===== config.mk =====
export PLATFORM = sky130hd
export DESIGN_NAME = coprocessor_timer_flat
export DESIGN_NICKNAME = d
export VERILOG_FILES = /design/src/rtl/coprocessor_timer_pkg.sv /design/src/rtl/coprocessor_timer_if.sv /design/src/rtl/coprocessor_timer_prescaler.sv /design/src/rtl/coprocessor_timer.sv /design/src/flat_wrapper.sv
export SDC_FILE = /design/constraint.sdc
export NUM_CORES = 1
export LEC_CHECK = 0
export BUFFER_PORTS_ARGS = -buffer_cell sky130_fd_sc_hd__buf_4
export CAP_MARGIN = 20
export CORE_MARGIN = 3
export CORE_UTILIZATION = 47
export CTS_BUF_LIST = sky130_fd_sc_hd__clkbuf_8
export CTS_CLUSTER_DIAMETER = 120
export DETAILED_ROUTE_END_ITERATION = 12
export MAX_ROUTING_LAYER = met4
export PLACE_DENSITY_LB_ADDON = 0.15
export SYNTH_ARGS = -nofsm -noshare
export SYNTH_HDL_FRONTEND = slang
export SYNTH_SLANG_ARGS = --single-unit

===== constraint.sdc =====
create_clock -name clk -period 2.86 [get_ports clk]
set_input_delay 0.143 -clock clk [delete_from_list [all_inputs] [get_ports clk]]
set_output_delay 0.143 -clock clk [all_outputs]
set_load 0.05 [all_outputs]

===== src/rtl/coprocessor_timer_pkg.sv =====
// rtl/coprocessor_timer_pkg.sv - shared register offsets, CTRL bit positions, mode codes and FSM states
package coprocessor_timer_pkg;

  // Word offsets on the bus
  localparam logic [1:0] TIMER_CTRL   = 2'd0;
  localparam logic [1:0] TIMER_PRESET = 2'd1;
  localparam logic [1:0] TIMER_COUNT  = 2'd2;

  // CTRL field positions
  localparam int CTRL_EN_BIT   = 0;
  localparam int CTRL_MODE_LSB = 1;
  localparam int CTRL_MODE_MSB = 2;
  localparam int CTRL_IM_BIT   = 3;
  localparam int CTRL_BITS     = 4;

  // MODE codes; codes 2 and 3 fall back to one-shot
  localparam logic [1:0] TIMER_MODE_ONESHOT  = 2'd0;
  localparam logic [1:0] TIMER_MODE_PERIODIC = 2'd1;

  typedef enum logic [1:0] {
    ST_IDLE = 2'd0,
    ST_LOAD = 2'd1,
    ST_CNT  = 2'd2,
    ST_IRQ  = 2'd3
  } timer_state_e;

endpackage


===== src/rtl/coprocessor_timer_if.sv =====
// rtl/coprocessor_timer_if.sv - word-addressed register bus and irq line between CPU bridge and timer
interface coprocessor_timer_if #(
  parameter int WIDTH = 32
);
  logic [1:0]       addr;
  logic             writeEnable;
  logic [WIDTH-1:0] writeData;
  logic [WIDTH-1:0] readData;
  logic             irq;

  modport master (
    output addr, writeEnable, writeData,
    input  readData, irq
  );

  modport slave (
    input  addr, writeEnable, writeData,
    output readData, irq
  );
endinterface


===== src/rtl/coprocessor_timer_prescaler.sv =====
// rtl/coprocessor_timer_prescaler.sv - tick divider, present only when TIMER_PRESCALE_EN is defined
`ifdef TIMER_PRESCALE_EN
module timer_prescaler #(
  parameter int DIV = 4
) (
  input  logic clk,
  input  logic reset,
  input  logic clear,
  input  logic run,
  output logic tick
);
  localparam int CW = (DIV > 1) ? $clog2(DIV) : 1;
  localparam logic [CW-1:0] LAST = CW'(DIV - 1);

  logic [CW-1:0] r_cnt;

  // Free-running divider while run is high; restarts on clear so every period begins aligned
  always_ff @(posedge clk) begin
    if (!reset || clear) begin
      r_cnt <= '0;
    end else if (run) begin
      r_cnt <= (r_cnt == LAST) ? '0 : r_cnt + 1'b1;
    end
  end

  assign tick = run && (r_cnt == LAST);
endmodule
`endif


===== src/rtl/coprocessor_timer.sv =====
// rtl/coprocessor_timer.sv - memory-mapped countdown timer driving a CP0 interrupt line; optional prescaler under TIMER_PRESCALE_EN
module coprocessor_timer
  import coprocessor_timer_pkg::*;
#(
  parameter int WIDTH        = 32,
  parameter int PRESCALE_DIV = 4
) (
  input  logic              clk,
  input  logic              reset,
  coprocessor_timer_if.slave bus
);

  logic [CTRL_BITS-1:0] r_ctrl;
  logic [WIDTH-1:0]     r_preset;
  logic [WIDTH-1:0]     r_count;
  logic                 r_pending;
  timer_state_e         r_state;

  timer_state_e         w_state_nxt;
  logic [WIDTH-1:0]     w_count_nxt;
  logic                 w_fsm_clr_en;
  logic                 w_fsm_set_pend;
  logic                 w_tick;
  logic                 w_wr_ctrl;
  logic                 w_wr_preset;
  logic                 w_en;
  logic [1:0]           w_mode;
  logic                 w_unused;

  assign w_en        = r_ctrl[CTRL_EN_BIT];
  assign w_mode      = r_ctrl[CTRL_MODE_MSB:CTRL_MODE_LSB];
  assign w_wr_ctrl   = bus.writeEnable && (bus.addr == TIMER_CTRL);
  assign w_wr_preset = bus.writeEnable && (bus.addr == TIMER_PRESET);
  assign w_unused    = &{1'b0, bus.writeData[WIDTH-1:CTRL_BITS]};

`ifdef TIMER_PRESCALE_EN
  timer_prescaler #(
    .DIV(PRESCALE_DIV)
  ) u_prescaler (
    .clk  (clk),
    .reset(reset),
    .clear(r_state == ST_LOAD),
    .run  ((r_state == ST_CNT) && w_en),
    .tick (w_tick)
  );
`else
  localparam int LP_DIV_UNUSED = PRESCALE_DIV;
  assign w_tick = 1'b1;
`endif

  // Next-state, next-count and the one-shot side effects on EN/pending
  always_comb begin
    w_state_nxt    = r_state;
    w_count_nxt    = r_count;
    w_fsm_clr_en   = 1'b0;
    w_fsm_set_pend = 1'b0;
    case (r_state)
      ST_IDLE: begin
        if (w_en) w_state_nxt = ST_LOAD;
      end
      ST_LOAD: begin
        w_count_nxt = r_preset;
        w_state_nxt = ST_CNT;
      end
      ST_CNT: begin
        // Zero is tested before decrementing, so COUNT never wraps
        if (!w_en) begin
          w_state_nxt = ST_IDLE;
        end else if (w_tick) begin
          if (r_count == '0) w_state_nxt = ST_IRQ;
          else               w_count_nxt = r_count - WIDTH'(1);
        end
      end
      ST_IRQ: begin
        if (w_mode == TIMER_MODE_PERIODIC) begin
          w_state_nxt = ST_LOAD;
        end else begin
          w_fsm_clr_en   = 1'b1;
          w_fsm_set_pend = 1'b1;
          w_state_nxt    = ST_IDLE;
        end
      end
      default: w_state_nxt = ST_IDLE;
    endcase
  end

  // State and COUNT registers
  always_ff @(posedge clk) begin
    if (!reset) begin
      r_state <= ST_IDLE;
      r_count <= '0;
    end else begin
      r_state <= w_state_nxt;
      r_count <= w_count_nxt;
    end
  end

  // CTRL: a bus write overrides the one-shot EN clear in the same cycle
  always_ff @(posedge clk) begin
    if (!reset) begin
      r_ctrl <= '0;
    end else if (w_wr_ctrl) begin
      r_ctrl <= bus.writeData[CTRL_BITS-1:0];
    end else if (w_fsm_clr_en) begin
      r_ctrl[CTRL_EN_BIT] <= 1'b0;
    end
  end

  // PRESET is only sampled in LOAD, so writes mid-count affect the next period
  always_ff @(posedge clk) begin
    if (!reset) begin
      r_preset <= '0;
    end else if (w_wr_preset) begin
      r_preset <= bus.writeData;
    end
  end

  // pending: any CTRL/PRESET write acknowledges, and wins over a simultaneous set
  always_ff @(posedge clk) begin
    if (!reset) begin
      r_pending <= 1'b0;
    end else if (w_wr_ctrl || w_wr_preset) begin
      r_pending <= 1'b0;
    end else if (w_fsm_set_pend) begin
      r_pending <= 1'b1;
    end
  end

  assign bus.irq = r_ctrl[CTRL_IM_BIT] && ((r_state == ST_IRQ) || r_pending);

  // Zero-latency register read mux
  always_comb begin
    bus.readData = '0;
    case (bus.addr)
      TIMER_CTRL:   bus.readData = {{(WIDTH-CTRL_BITS){1'b0}}, r_ctrl};
      TIMER_PRESET: bus.readData = r_preset;
      TIMER_COUNT:  bus.readData = r_count;
      default:      bus.readData = '0;
    endcase
  end

endmodule


===== src/flat_wrapper.sv =====
// flat-port wrapper written by rule: the top's interface ports become plain ports
module coprocessor_timer_flat import coprocessor_timer_pkg::*;
#(
  parameter int WIDTH        = 32,
  parameter int PRESCALE_DIV = 4
)
  (clk, reset, bus_addr, bus_writeEnable, bus_writeData, bus_readData, bus_irq);
  coprocessor_timer_if #(.WIDTH(WIDTH)) bus_i ();
  input  logic clk;
  input  logic reset;
  input wire logic [$bits(bus_i.addr)-1:0] bus_addr;
  input wire logic [$bits(bus_i.writeEnable)-1:0] bus_writeEnable;
  input wire logic [$bits(bus_i.writeData)-1:0] bus_writeData;
  output wire logic [$bits(bus_i.readData)-1:0] bus_readData;
  output wire logic [$bits(bus_i.irq)-1:0] bus_irq;
  assign bus_i.addr = bus_addr;
  assign bus_i.writeEnable = bus_writeEnable;
  assign bus_i.writeData = bus_writeData;
  assign bus_readData = bus_i.readData;
  assign bus_irq = bus_i.irq;
  coprocessor_timer #(.WIDTH(WIDTH), .PRESCALE_DIV(PRESCALE_DIV)) u_core (.clk(clk), .reset(reset), .bus(bus_i));
endmodule

== Word-level counts from Yosys, hierarchy flattened ==
Cells that the tools add are included.

* Flip-flop bits (word level): 71
* Input port bits: 37
* Logic and storage cells: 44

* $add $sub $neg: 1
* Eq/ne operators: 10
* Multiplexer cells: 13
* Bitwise gates (word level): 1
* Reductions and logical operators: 13

{| class="wikitable"
|+ Operators by type and width
! kind !! number
|-
| $pmux W32 S3 || 1
|-
| $mux W32 || 2
|-
| $pmux W32 S2 || 1
|-
| $logic_not A32 Y1 || 1
|-
| $sub A32 B1 Y32 const B || 1
|-
| $pmux W2 S4 || 1
|-
| $eq A2 B1 Y1 const B || 3
|-
| $eq A2 B2 Y1 const B || 3
|-
| $mux W2 || 3
|-
| $mux W1 || 5
|-
| $logic_not A2 Y1 || 2
|-
| $ne A2 B1 Y1 const B || 2
|-
| $reduce_bool A2 Y1 || 2
|-
| $logic_and A1 B1 Y1 || 3
|-
| $ne A3 B3 Y1 const B || 1
|-
| $reduce_and A3 Y1 || 1
|-
| $logic_or A1 B1 Y1 || 2
|-
| $ne A2 B2 Y1 const B || 1
|-
| $reduce_and A2 Y1 || 1
|-
| $reduce_or A2 Y1 || 1
|-
| $not A1 Y1 || 1
|}

== Logic depth before layout (Yosys ltp) ==
* Word-level depth: 5
* Gate-level depth with buffers: 10
* Gate-level depth less buffers: 8

== Worst setup path before layout ==
OpenSTA, ideal clock, no wires.

* Path kind: register -> register
* Start: register u_core.r_count[0]
* End: register u_core.r_count[30]
* Arrival time: 2.200 ns
* Data required time: 2.728 ns
* Path slack: 0.528 ns
* Cell stages (with the launch flop): 9
* Buffers on the path: 0
* Period minus slack after synthesis: 2.332 ns
* Path through: dfxtp_1 inv_1 ha_1 or4b_1 nor3_1 nand2_1 o311a_1 a311oi_1 a21oi_1

* Word-level cells in the longest chain between the ends: 4
* Elaborated cells on any way between the ends: 7
* Those cells by class: add/sub (1); eq/ne (1); mux (3); reduce/logical (2)

{| class="wikitable"
|+ Ends and longest elaborated chain
! what !! line !! text
|-
| start, declared || coprocessor_timer.sv:15 || <nowiki>logic [WIDTH-1:0] r_count;</nowiki>
|-
| start signal, assigned || coprocessor_timer.sv:94 || <nowiki>r_count <= w_count_nxt;</nowiki>
|-
| $sub A32 B1 Y32 || coprocessor_timer.sv:71 || <nowiki>else w_count_nxt = r_count - WIDTH'(1);</nowiki>
|-
| $mux W32 || coprocessor_timer.sv:70 || <nowiki>if (r_count == '0) w_state_nxt = ST_IRQ;</nowiki>
|-
| $mux W32 || coprocessor_timer.sv:67 || <nowiki>if (!w_en) begin</nowiki>
|-
| $pmux W32 S2 || coprocessor_timer.sv:57 || <nowiki>case (r_state)</nowiki>
|}

Several ways; a longest one is shown, not always the timed one. The select of a mux whose other input is x is not followed.
A chain may end at the register's enable or synchronous reset.

== Final worst setup path ==
Ends and elaborated chain as after synthesis.

==> out/metrics.yaml <==
end_kind: "flip-flop"
critPathRequiredTime_ps: 3070
ys_ff_latch: 71
gr-total-overflow: 0
ios: 70
slew_viol_final: 0
dp_hpwl_um: 7550
maxCapViolCount: 0
crit_buf_inv: 1
syn_area_um2: 3890
crit_family: "simple AND/OR/NAND/NOR gates"
finalSetupTns_ps: 0
gp_congestion: 0.928
start_util: 0.494
finClkSkew_ps: 9.54
finalPower_uw: 3490
min_to: "u_core.r_preset[16]$_SDFFE_PN0P_"
die_w_um: 97.0
grt_max_degree: 56
fmax_ghz: 0.382
ys.flop_type: "dfxtp_1"
finalCritPeriodShare: 0.915
vias_per_cell: 5.90
max-slew-margin-rel: 0.399
vias: 3972
rrSetupSlack_ps: 240
syn_inst: 517
h-tree-depth: 3
reg2regPathDepth: 8
port_buffers: 69
clkSlewWorstSetupHoldPaths_ps: 80
die_h_um: 97.0
syn_nets: 559
grt_setup_unrepaired: "no"
async_reset_ff_frac: 0
utilization: 0.589
drc: 0
grt_pass1_wl_um: 18800
synth-seq-area-share: 0.365
drt_iter0_markers: 258
critPathArrivalTime_ps: 2830
cts_tree: "yes"
diodes: 0
status: "complete, no violations"
core_um2: 7890
r2r-start: "u_core.r_count[0]$_SDFFE_PN0P_"
finalHoldViolCount: 0
critical_path_class: "flip-flop to flip-flop"
vdd_drop_max_mv: 0.472
worstHoldPathType: "input pin to flip-flop"
clk_latency_ps: 350
num_rows: 32
avgSynthCellArea_um2: 7.53
ctsResizeCount: 0
clockBufferDepth: 2
cellPowerDensity_nw_per_um2: 752
drive_gt1_frac: 0.189
fin_crit_ps: 2620
setup_viol: 0
postPlaceCellArea_um2: 4480
r2r_end: "u_core.r_count[30]$_SDFFE_PN0P_"
slowest_delay_ps: 560
drt-total-wl_um: 11000
post_cts_buffers: 0
cp-start-kind: "flip-flop"
area_growth_syn_to_layout_pct: 19.3
worstHoldPathCells: 3
final_nets: 610
worst_slew_pin_slew_ps: 902
fp.dieArea_um2: 9410
cts_root_buf: "clkbuf_8"
cts-buffers-inserted: 9
synth_warnings: 0
post_drt_wl_per_cell_um: 16.4
postCtsHoldBufs: 0
crit_fanout: 7
synth_cell_types: 56
leakagePower_uw: 0.00182
synth-edff-count: 0
fin_area_um2: 4640
clock-sinks: 71
track_usage: 0.244
drtPass1Iterations: 5
antenna_found_initial: 0
crit_path_cell_trace: "inv_1, ha_1, or4b_1, nor3_2, nand2_1, o311a_1, a311oi_1, a21oi_1"
hold_ws_ps: 42.2
crit_slowest_cell: "or4b_1"
hold_start: "bus_writeData[16]"
antenna_left: 0
grt_pass1_vias: 3815
==> routing by layer <==
layer / vias to the layer above / wire length, um / track usage
met3: 18 / 515 / 0.0397
met5: - / 0 / -
met2: 110 / 5160 / 0.389
li1: 1967 / - / -
met1: 1877 / 5200 / 0.314
met4: 0 / 166 / 0.0864
==> flip-flops by register name, indices dropped and copies added, names as in the netlist <==
register          cells
u_core.r_pending      1
u_core.r_state        2
u_core.r_count       32
u_core.r_ctrl         4
u_core.r_preset      32
==> Yosys cell counts, types with 2 or more instances <==
library cell | number | area share
nand2_1 | 117 | 0.11
dfxtp_1 | 71 | 0.37
a21oi_1 | 64 | 0.082
clkbuf_1 | 33 | 0.032
nor2_1 | 31 | 0.030
a22o_1 | 28 | 0.063
o21ai_0 | 15 | 0.019
mux2i_1 | 11 | 0.028
nor3_1 | 11 | 0.014
inv_1 | 10 | 0.0096
o21a_1 | 8 | 0.015
o32ai_1 | 8 | 0.018
a31oi_1 | 7 | 0.011
or3_1 | 7 | 0.011
nand3_1 | 6 | 0.0077
o31ai_1 | 6 | 0.012
ha_1 | 5 | 0.016
and2_1 | 4 | 0.0064
buf_1 | 4 | 0.0039
buf_2 | 4 | 0.0051
nor2b_1 | 4 | 0.0064
nor4_1 | 4 | 0.0064
o211ai_1 | 4 | 0.0077
or4_1 | 4 | 0.0077
a21boi_0 | 3 | 0.0058
a22oi_1 | 3 | 0.0058
nand4_1 | 3 | 0.0048
o22ai_1 | 3 | 0.0048
o311ai_0 | 3 | 0.0067
or2_2 | 3 | 0.0048
a31o_2 | 2 | 0.0045
a32oi_1 | 2 | 0.0045
and3_1 | 2 | 0.0032
nand2b_1 | 2 | 0.0032
nand3b_1 | 2 | 0.0039
nor4b_1 | 2 | 0.0045
o2bb2ai_1 | 2 | 0.0045
==> worst max-delay path by stage <==
stage,to,cells after the start,start
floorplan,u_core.r_count[30]$_SDFFE_PN0P_,8,u_core.r_count[0]$_SDFFE_PN0P_
global placement,u_core.r_count[30]$_SDFFE_PN0P_,8,u_core.r_count[0]$_SDFFE_PN0P_
detailed placement,u_core.r_count[30]$_SDFFE_PN0P_,8,u_core.r_count[0]$_SDFFE_PN0P_
CTS,u_core.r_count[30]$_SDFFE_PN0P_,8,u_core.r_count[0]$_SDFFE_PN0P_
global route,u_core.r_count[9]$_SDFFE_PN0P_,8,u_core.r_count[0]$_SDFFE_PN0P_
finish,u_core.r_count[30]$_SDFFE_PN0P_,8,u_core.r_count[0]$_SDFFE_PN0P_
==> placed cells by master, fill, tap and decap left out, types with 4 or more instances in the layout <==
cell,n
nor4_1,4
a22o_1,28
a31oi_1,7
o21ai_0,15
buf_4,82
dfxtp_1,71
clkbuf_8,11
a21oi_1,64
and2_1,4
nand2_1,117
mux2i_1,11
nor2_1,31
o31ai_1,6
nor3_1,10
nand3_1,6
ha_1,5
or4_1,4
or3_1,7
o211ai_1,4
o21a_1,8
inv_1,12
o32ai_1,8
==> cells by family after synthesis <==
group                      share of synthesized area
and+or+nand+nor                                0.247
AOI/OAI and AO/OA                              0.291
DFF                                            0.365
buffers and inverters                         0.0524
muxes                                         0.0283
adders and majority gates                     0.0161
==> layout make-up <==
class                      count  area, um^2
fill                         753        3240
multi-input combinational    394        2280
sequential                    71        1420
timing repair buffer          82         616
clock buffer                  11         151
tap                          102         128
inverter                      10        37.5
clock inverter                 3        12.5
==> through the flow <==
step | std cells | setup slack, ps
after floorplan | 517 | 528
after global placement | 659 | 333
after detailed placement | 659 | 217
after CTS | 673 | 209
after global routing | 673 | 53.8
final | 673 | 242
==> worst min-delay path, stage by stage <==
cell and delay [ps]:
buf_4 110, nand2_1 40, a21oi_1 50
==> power breakdown <==
group | switching (uW) | internal [uW] | leakage [uW]
Clock | 354 | 345 | 0.0000937
Sequential | 76.9 | 1060 | 0.000575
Combinational | 1120 | 542 | 0.00116
Total | 1550 | 1940 | 0.00182
Note: power is estimated with default switching activity, not from simulation.
